$ cat config.mk
export PLATFORM = sky130hd
export DESIGN_NAME = chdr_chunker_flat
export DESIGN_NICKNAME = d
export VERILOG_FILES = /design/src/rtl/chdr_chunker_if.sv /design/src/rtl/chdr_chunker.sv /design/src/flat_wrapper.sv
export SDC_FILE = /design/constraint.sdc
export NUM_CORES = 1
export LEC_CHECK = 0
export CORE_MARGIN = 2
export CORE_UTILIZATION = 44
export DETAILED_ROUTE_END_ITERATION = 6
export GPL_TIMING_DRIVEN = 0
export PLACE_DENSITY = 0.92
export SLEW_MARGIN = 20
export SYNTH_ARGS = -nofsm -noshare
export SYNTH_HDL_FRONTEND = slang
export SYNTH_SLANG_ARGS = --single-unit
$ cat constraint.sdc
create_clock -name clk -period 7.6 [get_ports clk]
set_input_delay 1.9 -clock clk [delete_from_list [all_inputs] [get_ports clk]]
set_output_delay 1.9 -clock clk [all_outputs]
set_load 0.01 [all_outputs]
$ cat src/rtl/chdr_chunker_if.sv
// CHDR line stream: one 64-bit line per beat, tlast marks the final line,
// and a transfer happens on a cycle where tvalid and tready are both high.
interface chdr_chunker_if;
  logic [63:0] tdata;
  logic        tlast;
  logic        tvalid;
  logic        tready;

  // Sender side of the stream
  modport master (
    output tdata,
    output tlast,
    output tvalid,
    input  tready
  );

  // Receiver side of the stream
  modport slave (
    input  tdata,
    input  tlast,
    input  tvalid,
    output tready
  );
endinterface

$ cat src/rtl/chdr_chunker.sv
// chdr_chunker: pads each variable-length CHDR packet out to a fixed frame
// of frame_size 64-bit lines. Packet lines pass straight through with no
// added latency, and the filler lines are generated locally. A packet whose
// header length cannot fit in the frame, or whose body runs past the frame
// end, sets a sticky error flag. After that all input is drained and nothing
// is emitted until the next clear or reset.
module chdr_chunker #(
  parameter logic [63:0] PAD_VALUE = 64'hFFFF_FFFF_FFFF_FFFF
) (
  input  logic           clk,
  input  logic           reset,       // asynchronous, active low
  input  logic           clear,       // synchronous, same effect as reset
  input  logic [15:0]    frame_size,  // frame length in lines
  chdr_chunker_if.slave  chdr_i,
  chdr_chunker_if.master chdr_o,
  output logic           error
);

  typedef enum logic [1:0] {
    ST_HEADER,
    ST_DATA,
    ST_PADDING,
    ST_ERROR
  } state_t;

  state_t      state_q, state_d;
  logic [15:0] line_cnt_q, line_cnt_d;
  logic        error_q, error_d;
  logic [15:0] frame_size_q;
  logic        load_pend_q;

  logic [15:0] fs_eff;
  logic [13:0] pkt_lines;
  logic        too_long;
  logic        at_frame_end;
  logic        in_hs;
  logic        out_hs;

  // An async reset cannot load a live input, so frame_size is captured on the
  // first clock after reset release. Until that capture, the live port value
  // is used so that the first cycle out of reset already sees the new size.
  assign fs_eff = load_pend_q ? frame_size : frame_size_q;

  // Round the header byte length up to whole lines. The result fits in
  // 14 bits with no overflow.
  assign pkt_lines = {1'b0, chdr_i.tdata[31:19]} + {13'd0, |chdr_i.tdata[18:16]};
  assign too_long  = {2'b00, pkt_lines} > fs_eff;

  // The line about to be emitted is the last one of the frame.
  assign at_frame_end = (line_cnt_q == (fs_eff - 16'd1));

  assign in_hs  = chdr_i.tvalid & chdr_i.tready;
  assign out_hs = chdr_o.tvalid & chdr_o.tready;
  assign error  = error_q;

  // Next state, line counter, error flag and all stream outputs, decoded from the current state
  always_comb begin
    state_d       = state_q;
    line_cnt_d    = line_cnt_q;
    error_d       = error_q;
    chdr_o.tdata  = chdr_i.tdata;
    chdr_o.tlast  = 1'b0;
    chdr_o.tvalid = 1'b0;
    chdr_i.tready = 1'b0;

    case (state_q)
      ST_HEADER: begin
        if (too_long) begin
          // Swallow the oversize header and drop into the drain state.
          chdr_i.tready = 1'b1;
          if (chdr_i.tvalid) begin
            error_d = 1'b1;
            state_d = ST_ERROR;
          end
        end else begin
          chdr_o.tvalid = chdr_i.tvalid;
          chdr_i.tready = chdr_o.tready;
          chdr_o.tlast  = (fs_eff == 16'd1);
          if (in_hs) begin
            line_cnt_d = 16'd1;
            if (fs_eff == 16'd1) begin
              state_d = ST_HEADER;
            end else if (chdr_i.tlast) begin
              state_d = ST_PADDING;
            end else begin
              state_d = ST_DATA;
            end
          end
        end
      end

      ST_DATA: begin
        chdr_o.tvalid = chdr_i.tvalid;
        chdr_i.tready = chdr_o.tready;
        chdr_o.tlast  = at_frame_end;
        if (in_hs) begin
          line_cnt_d = line_cnt_q + 16'd1;
          if (at_frame_end) begin
            if (chdr_i.tlast) begin
              state_d = ST_HEADER;
            end else begin
              // The body overran the frame. The frame itself is already
              // closed cleanly, and the rest of the packet is dropped.
              error_d = 1'b1;
              state_d = ST_ERROR;
            end
          end else if (chdr_i.tlast) begin
            state_d = ST_PADDING;
          end
        end
      end

      ST_PADDING: begin
        chdr_o.tdata  = PAD_VALUE;
        chdr_o.tvalid = 1'b1;
        chdr_o.tlast  = at_frame_end;
        if (out_hs) begin
          line_cnt_d = line_cnt_q + 16'd1;
          if (at_frame_end) begin
            state_d = ST_HEADER;
          end
        end
      end

      default: begin
        // ST_ERROR: accept and discard everything until clear or reset.
        chdr_i.tready = 1'b1;
        error_d       = 1'b1;
      end
    endcase
  end

  // State register; clear outranks any handshake on the same edge
  always_ff @(posedge clk or negedge reset) begin
    if (!reset) begin
      state_q    <= ST_HEADER;
      line_cnt_q <= 16'd0;
      error_q    <= 1'b0;
    end else if (clear) begin
      state_q    <= ST_HEADER;
      line_cnt_q <= 16'd0;
      error_q    <= 1'b0;
    end else begin
      state_q    <= state_d;
      line_cnt_q <= line_cnt_d;
      error_q    <= error_d;
    end
  end

  // Frame size capture; mid-run changes on the port are ignored until a clear
  always_ff @(posedge clk or negedge reset) begin
    if (!reset) begin
      frame_size_q <= 16'd0;
      load_pend_q  <= 1'b1;
    end else if (clear || load_pend_q) begin
      frame_size_q <= frame_size;
      load_pend_q  <= 1'b0;
    end
  end

endmodule
$ cat src/flat_wrapper.sv
// flat-port wrapper written by rule: the top's interface ports become plain ports
module chdr_chunker_flat 
#(
  parameter logic [63:0] PAD_VALUE = 64'hFFFF_FFFF_FFFF_FFFF
)
  (clk, reset, clear, frame_size, error, chdr_i_tdata, chdr_i_tlast, chdr_i_tvalid, chdr_i_tready, chdr_o_tdata, chdr_o_tlast, chdr_o_tvalid, chdr_o_tready);
  chdr_chunker_if chdr_i_i ();
  chdr_chunker_if chdr_o_i ();
  input  logic clk;
  input  logic reset;
  input  logic clear;
  input  logic [15:0] frame_size;
  output logic error;
  input wire logic [$bits(chdr_i_i.tdata)-1:0] chdr_i_tdata;
  input wire logic [$bits(chdr_i_i.tlast)-1:0] chdr_i_tlast;
  input wire logic [$bits(chdr_i_i.tvalid)-1:0] chdr_i_tvalid;
  output wire logic [$bits(chdr_i_i.tready)-1:0] chdr_i_tready;
  output wire logic [$bits(chdr_o_i.tdata)-1:0] chdr_o_tdata;
  output wire logic [$bits(chdr_o_i.tlast)-1:0] chdr_o_tlast;
  output wire logic [$bits(chdr_o_i.tvalid)-1:0] chdr_o_tvalid;
  input wire logic [$bits(chdr_o_i.tready)-1:0] chdr_o_tready;
  assign chdr_i_i.tdata = chdr_i_tdata;
  assign chdr_i_i.tlast = chdr_i_tlast;
  assign chdr_i_i.tvalid = chdr_i_tvalid;
  assign chdr_i_tready = chdr_i_i.tready;
  assign chdr_o_tdata = chdr_o_i.tdata;
  assign chdr_o_tlast = chdr_o_i.tlast;
  assign chdr_o_tvalid = chdr_o_i.tvalid;
  assign chdr_o_i.tready = chdr_o_tready;
  chdr_chunker #(.PAD_VALUE(PAD_VALUE)) u_core (.clk(clk), .reset(reset), .clear(clear), .frame_size(frame_size), .chdr_i(chdr_i_i), .chdr_o(chdr_o_i), .error(error));
endmodule
==> metrics, run 1 <==
worst IR drop on VDD 0.186 mV; Post-Synth Simple-Gate Area 31.3%; synthesized net count 557; count of state elements after synthesis 36; CTS H-tree lvls 2; Slew @ Worst Pin 0.662 ns; Fmax 131 MHz; first-iteration detailed-routing DRC count 219; number of buffers created by CTS 5; initial antenna violation count 0; largest family of logic cells by synthesized area simple AND/OR/NAND/NOR gates; placer congestion estimate 0.952; HP Class reg -> reg; Final Util 67.6%; largest net degree at the start of global routing 25; final hold violation count 0; pins over their slew limit 0; share of layout cells above drive strength 1 18.7%; Cells after Synth 448; GRT Overall Usage 27.1%; Setup crit start kind primary input; CTS tree yes; IO buf count 152; HP Start u_core.line_cnt_q[15]; clk_lat worst skew 0.30 ns; Vias/cell 5.76; max incr delay on CP 0.55 ns; Post-synth EDFFs 0; Final Setup Violations 1; min cycle time layout 7.62 ns; Initial Utilization 45.3%; violated checks negative setup slack; # diodes 0; Rel. slew slack 54.6%; Tcrit/Tclk final 100%; worst hold endpoint u_core.line_cnt_q[15]; unique cell type count in the Yosys netlist 57; syn avg cell area 8.26 um^2; WP buf/inv 2; ys async rst share 100%; Hold Path Stages 1; synthesized area 3700 um^2; Net count, final 719; DIE AREA 9160 um^2; Final WS setup -0.0186 ns; Finished Cell Area 5530 um^2; post-synthesis mux area share 9.84%; clk root buf clkbuf_8; Non-Filler Instances 716; I/O pins 154; Die Wd 95.7 um; worst path cell trace clkdlybuf4s50_1, or3_1, ha_1, ha_1, nand2_1, nor2_2, nand3_1, xnor2_1, ha_1, nand4_1, or3_1, a21oi_2, o41ai_4, and2_1, a22oi_1, nor2_1, clkdlybuf4s50_1; Lkg Pwr 2.33 nW; DRT Pass-1 Iters 5; RR Startpoint u_core.load_pend_q; largest buffer count on any clock path 2; clock sinks 36; DRC viols 0; first-pass GRT wire length 19.3 mm; XOR/XNOR share of the synthesized area 7.81%; post-synthesis adder-cell area fraction 7.78%; highest-delay cell along the critical path clkdlybuf4s50_1; Die Ht 95.7 um; CP Class in -> out; HPWL Detailed 9.89 mm; WP data required 5.70 ns; run status finished with violations; crit-path leading delay family simple AND/OR/NAND/NOR gates; global route overflow 0; Reg2Reg Depth 14; CTS clk-pin slew, worst paths 0.07 ns; setup_tns -0.0186 ns; Main synth FF type dfrtp_1; Max-Cap Viols 0; Synth Area in Compound Gates 15.3%; Hold WS 0.525 ns; vias in the first global route 4072; dpl cell area 5370 um^2; FF-to-FF End u_core.error; drt total wl 12.4 mm; DR WL/cell 17.3 um; routed vias 4121; P&R area growth vs syn 49.4%; WP data arrival 5.72 ns; Core Region 8180 um^2; Final Skew 0.00999 ns; CTS Hold Bufs 0; Pwr per Cell Area 197 nW/um^2; register area share after synthesis 24.4%; CP Max Fanout 5; site row count 33; CP endpoint kind output port; Ys Warns 0; Reg2Reg Setup Slack 3.14 ns; RSZ-0062 raised after global routing yes; Most common cell on crit path ha_1; Final ANT Viol Nets 0; DP Cell Count 706
==> cell type report <==
type / count / area (um^2)
clock inverter: 2 / 35.0
fill: 590 / 2650
inverter: 11 / 41.3
timing repair buffer: 155 / 1560
tap: 105 / 131
buffer: 18 / 86.3
clock buffer: 6 / 72.6
sequential: 36 / 902
multi-input combinational: 383 / 2700
==> state kept, by name (all words and copies together), names as in the netlist <==
register             flops
u_core.error             1
u_core.load_pend_q       1
u_core.line_cnt_q       16
u_core.state_q           2
u_core.frame_size_q     16
==> per-stage QoR <==
stage,setup slack (ns),power [mW]
3_5_place_dp,-0.472,0.906
5_1_grt,-0.183,1.16
2_1_floorplan,1.01,0.594
3_3_place_gp,-0.395,0.881
4_1_cts,0.00187,1.08
6_report,-0.0186,1.09
==> cells in the final DEF, fill, tap and decap left out, types with 4 or more instances in the layout <==
cell type and n:
a21oi_1 16, a31oi_1 7, and3_1 14, buf_4 5, clkbuf_1 15, clkbuf_8 5, clkdlybuf4s50_1 149, dfrtp_1 35
ha_1 23, inv_1 11, mux2_2 16, mux2i_1 16, nand2_1 12, nand2b_1 11, nand3_1 12, nand4_1 6
nor2_1 40, nor3_1 13, nor4_1 6, o21ai_0 32, o31ai_1 5, or2_2 65, or3_1 4, xnor2_1 17
xor2_1 16
==> metal layers <==
| layer | up-vias | track usage (%) | wire (um) |
|---|---|---|---|
| met5 | - | 0 | 0 |
| met4 | 0 | 7.62 | 220 |
| met3 | 31 | 6.50 | 1010 |
| met2 | 218 | 48.8 | 6270 |
| met1 | 1950 | 32.0 | 4890 |
| li1 | 1922 | - | - |
==> how the worst max path moves through the flow <==
stage,from,end,slack [ns],cells past startpoint
after global routing,frame_size[1],chdr_o_tlast,-0.18,11
after detailed placement,chdr_i_tdata[17],chdr_o_tvalid,-0.47,17
after CTS,chdr_i_tdata[17],chdr_o_tvalid,0.002,16
final,chdr_i_tdata[17],chdr_o_tlast,-0.02,17
after floorplan,chdr_i_tdata[17],chdr_o_tvalid,1.01,15
after global placement,chdr_i_tdata[17],chdr_o_tvalid,-0.40,17
==> cell families after synthesis <==
kind of cell	Yosys count
xor gates and xnor gates	33
buffers and inverters	29
muxes	34
DFF	36
and+or+nand+nor	204
adders and majority gates	23
AOI/OAI and AO/OA	88
other	1
==> synth_stat cells, types with 3 or more instances <==
library cell / number / share of area (%)
a31oi_1: 7 / 1.2
clkbuf_1: 14 / 1.4
inv_1: 11 / 1.1
ha_1: 23 / 7.8
a21oi_1: 17 / 2.3
mux2i_1: 17 / 4.6
and2_1: 3 / 0.51
nand2b_1: 11 / 1.9
dfrtp_1: 35 / 24
o21ai_0: 33 / 4.5
nand2_1: 12 / 1.2
or3_1: 4 / 0.68
xor2_1: 16 / 3.8
and3_1: 14 / 2.4
mux2_2: 16 / 4.9
nand3_1: 12 / 1.6
nor3_1: 13 / 1.8
a22oi_1: 3 / 0.61
buf_4: 3 / 0.61
nor2_1: 41 / 4.2
nor2b_1: 3 / 0.51
nor3b_1: 3 / 0.61
nand4_1: 6 / 1.0
o31ai_1: 5 / 1.0
nor4_1: 6 / 1.0
xnor2_1: 17 / 4.0
or2_2: 65 / 11
==> timing repair <==
action,4_1_cts,5_1_grt
gates cloned,0,0
resized for setup,5,4
pin swaps,0,1
endpoints found under the setup margin,3,3
setup buffers,0,2
==> power breakdown <==
| part | leakage [nW] | switching [mW] | internal, mW |
|---|---|---|---|
| Sequential | 0.459 | 0.0195 | 0.210 |
| Combinational | 1.81 | 0.340 | 0.350 |
| Clock | 0.0552 | 0.0727 | 0.0974 |
No activity file was read; power rests on OpenSTA's default activity.
==> inputs of run 2 (changes only) <==
Settings changed: CTS_CLUSTER_SIZE set to 24.
==> results of run 2 <==
No change in the layout: final DEF, timing and power equal those of run 1.
==> inputs of run 3 (changes only) <==
Settings changed: CTS_CLUSTER_DIAMETER set to 60, MAX_ROUTING_LAYER set to met4.
==> metrics, run 3 (same netlist as run 1, synthesis figures left out) <==
run status completed; clk root buf clkbuf_8; Net count, final 722 (+0.42%); P&R area growth vs syn 50.5%; RSZ-0062 raised after global routing no; CP endpoint kind output port; crit-path leading delay family simple AND/OR/NAND/NOR gates; routed vias 4066 (-1.3%); fillers 628 (+6.4%); first-pass GRT wire length 19.0 mm (-1.5%); CTS H-tree lvls 2 (unchanged); share of layout cells above drive strength 1 19.1% (+0.40 points); CP Class in -> out; Setup crit start kind primary input; Reg2Reg Setup Slack 2.99 ns (-0.15 ns); vias in the first global route 3987 (-2.1%); GRT Overall Usage 27.4% (+0.29 points); commonest non-fill, non-tap cell in the layout clkdlybuf4s50_1; clock sinks 36 (unchanged); DRC viols 0 (unchanged); Register Area 902 um^2 (unchanged); first-iteration detailed-routing DRC count 214 (-2.3%); pins over their slew limit 0 (unchanged); P_sw 431 uW (-0.19%); Vias/cell 5.66 (-1.7%); Initial Utilization 45.3% (unchanged); Lkg Pwr 2.37 nW (+1.7%); register share of total power 20.9% (about the same); Rel. slew slack 56.2% (+1.6 points); Core Region 8180 um^2 (unchanged); Clk network pwr share 15.8% (+0.2 points); HPWL Detailed 9.86 mm (-0.31%); FF-to-FF End u_core.error; CTS Hold Bufs 0 (unchanged); HP Class reg -> reg; Slew @ Worst Pin 0.639 ns (-0.0232 ns); RR Startpoint u_core.load_pend_q; global route overflow 0 (unchanged); setup_tns 0 ns (+0.0186 ns); Setup crit end chdr_o_tlast; Die Ht 95.7 um (unchanged); DRT Pass-1 Iters 5 (unchanged); Tcrit/Tclk final 96.0% (-4.2 points); CTS tree yes; WP buf/inv 2 (unchanged); worst IR drop on VDD 0.158 mV (-15%); most frequent cells in the layout 148 x clkdlybuf4s50_1, 65 x or2_2, 40 x nor2_1, 35 x dfrtp_1, 33 x o21ai_0; Die Wd 95.7 um (unchanged); Pwr per Cell Area 196 nW/um^2 (-0.55%); drt total wl 12.3 mm (-0.69%); I/O pins 154 (unchanged); Crit. Startpoint chdr_i_tdata[17]; Fmax 137 MHz (+4.4%); site row count 33 (unchanged); # diodes 0 (unchanged); Comb power frac 63.2% (about the same); Hold WS 0.526 ns (+0.00123 ns); sw frac 39.5% (-0.14 points); DIE AREA 9160 um^2 (unchanged); Most common cell on crit path ha_1; Max-Cap Viols 0 (unchanged); highest-delay cell along the critical path or3_1; WP data required 5.70 ns (about the same); Final Skew 0.00851 ns (-0.00148 ns); CP Max Fanout 6 (+1); Reg2Reg Depth 15 (+1); Cell Int Power 660 uW (+0.41%); final hold violation count 0 (unchanged); HP Start u_core.line_cnt_q[15]; CTS clk-pin slew, worst paths 0.07 ns (about the same); number of buffers created by CTS 5 (unchanged); Final ANT Viol Nets 0 (unchanged); min cycle time layout 7.30 ns (-0.321 ns); largest net degree at the start of global routing 21 (-16%); Largest regs u_core.frame_size_q x16, u_core.line_cnt_q x16, u_core.state_q x2; WP data arrival 5.40 ns (-0.32 ns); multi-input logic area 2710 um^2 (+0.28%); largest buffer count on any clock path 2 (unchanged); placer congestion estimate 0.950 (-0.22%); clk_lat worst skew 0.30 ns (about the same); IO buf count 152 (unchanged); worst path cell trace clkdlybuf4s50_1, or3_1, ha_1, ha_1, nand2_1, nor2_2, nand3_1, xnor2_1, ha_1, nand4_1, or3_1, a21oi_2, o41ai_4, and2_4, a22oi_1, nor2_1, dlymetal6s2s_1; Final Setup Violations 0 (-1); CP Depth 17 (unchanged); DR WL/cell 17.1 um (-1.1%); max incr delay on CP 0.44 ns (-0.11 ns); initial antenna violation count 0 (unchanged)
-- run 3: cell count changes in the layout (fill, tap and decap cells not counted), sizes merged --
cell / before / now
buf: 8 / 11
clkdlybuf4s50: 149 / 148
dlymetal6s2s: 2 / 3
-- run 3: final cells by class --
class,instances,share of cell area (%)
well taps,105,2.36
clock inverters,2,0.629
clock buffers,6,1.30
flip-flops and latches,36,16.2
inverters,11,0.741
repair buffers,158,28.5
plain buffers,18,1.55
multi-input cells,383,48.7
-- run 3: power groups by stage --
| stage | Combinational [mW] | Sequential (mW) | Clock, mW |
|---|---|---|---|
| 5_1_grt | 0.744 | 0.230 | 0.181 |
| 4_1_cts | 0.683 | 0.227 | 0.173 |
| 3_3_place_gp | 0.653 | 0.229 | 0 |
| 6_report | 0.690 | 0.228 | 0.173 |
| 2_1_floorplan | 0.366 | 0.228 | 0 |
| 3_5_place_dp | 0.677 | 0.231 | 0 |
-- run 3: worst min path at each step --
stage	endpoint	slack [ns]	depth (start not counted)
after global routing	u_core.frame_size_q[11]	0.56	1
final	u_core.line_cnt_q[15]	0.53	1
after detailed placement	u_core.error	0.52	2
after CTS	u_core.line_cnt_q[15]	0.54	1
after floorplan	u_core.line_cnt_q[15]	0.47	1
after global placement	u_core.line_cnt_q[15]	0.51	1
-- run 3: per-stage QoR --
| stage | utilization, % | cell area [um^2] | total power, mW | setup slack (ns) | cells |
|---|---|---|---|---|---|
| after global routing | 68.1 | 5570 | 1.16 | 0.0587 | 719 |
| after CTS | 67.4 | 5510 | 1.08 | 0.0137 | 714 |
| after global placement | 65.5 | 5350 | 0.882 | -0.410 | 705 |
| after floorplan | - | 3700 | 0.594 | 1.01 | 448 |
| final | 68.1 | 5570 | 1.09 | 0.302 | 719 |
| after detailed placement | 65.8 | 5380 | 0.908 | -0.455 | 706 |
-- run 3: routing by layer --
layer | GRT usage (%) | wire, um | vias to the layer above
met5 | - | 0 | -
met4 | 5.95 | 178 | 0
met3 | 5.95 | 946 | 24
met2 | 48.7 | 6210 | 193
met1 | 31.7 | 4970 | 1929
li1 | - | - | 1920
-- run 3: what timing repair did --
action / 4_1_cts / 5_1_grt
gates resized for setup: 4 / 6
pin swaps: 0 / 2
buffers inserted: 0 / 5
endpoints found under the hold margin: 0 / 0
endpoints found under the setup margin: 3 / 3
-- run 3: worst reg2reg max path, cell delays in order, from the launching register on --
cell	delay (ns)
dfstp_2	0.58
buf_6	0.16
buf_4	0.22
buf_4	0.24
buf_4	0.22
mux2i_1	0.40
ha_1	0.30
o21ai_0	0.19
or4_1	0.50
a211oi_1	0.21
or4b_4	0.50
a2111oi_4	0.44
buf_4	0.19
nand4_1	0.08
a21o_1	0.20
a21oi_2	0.12
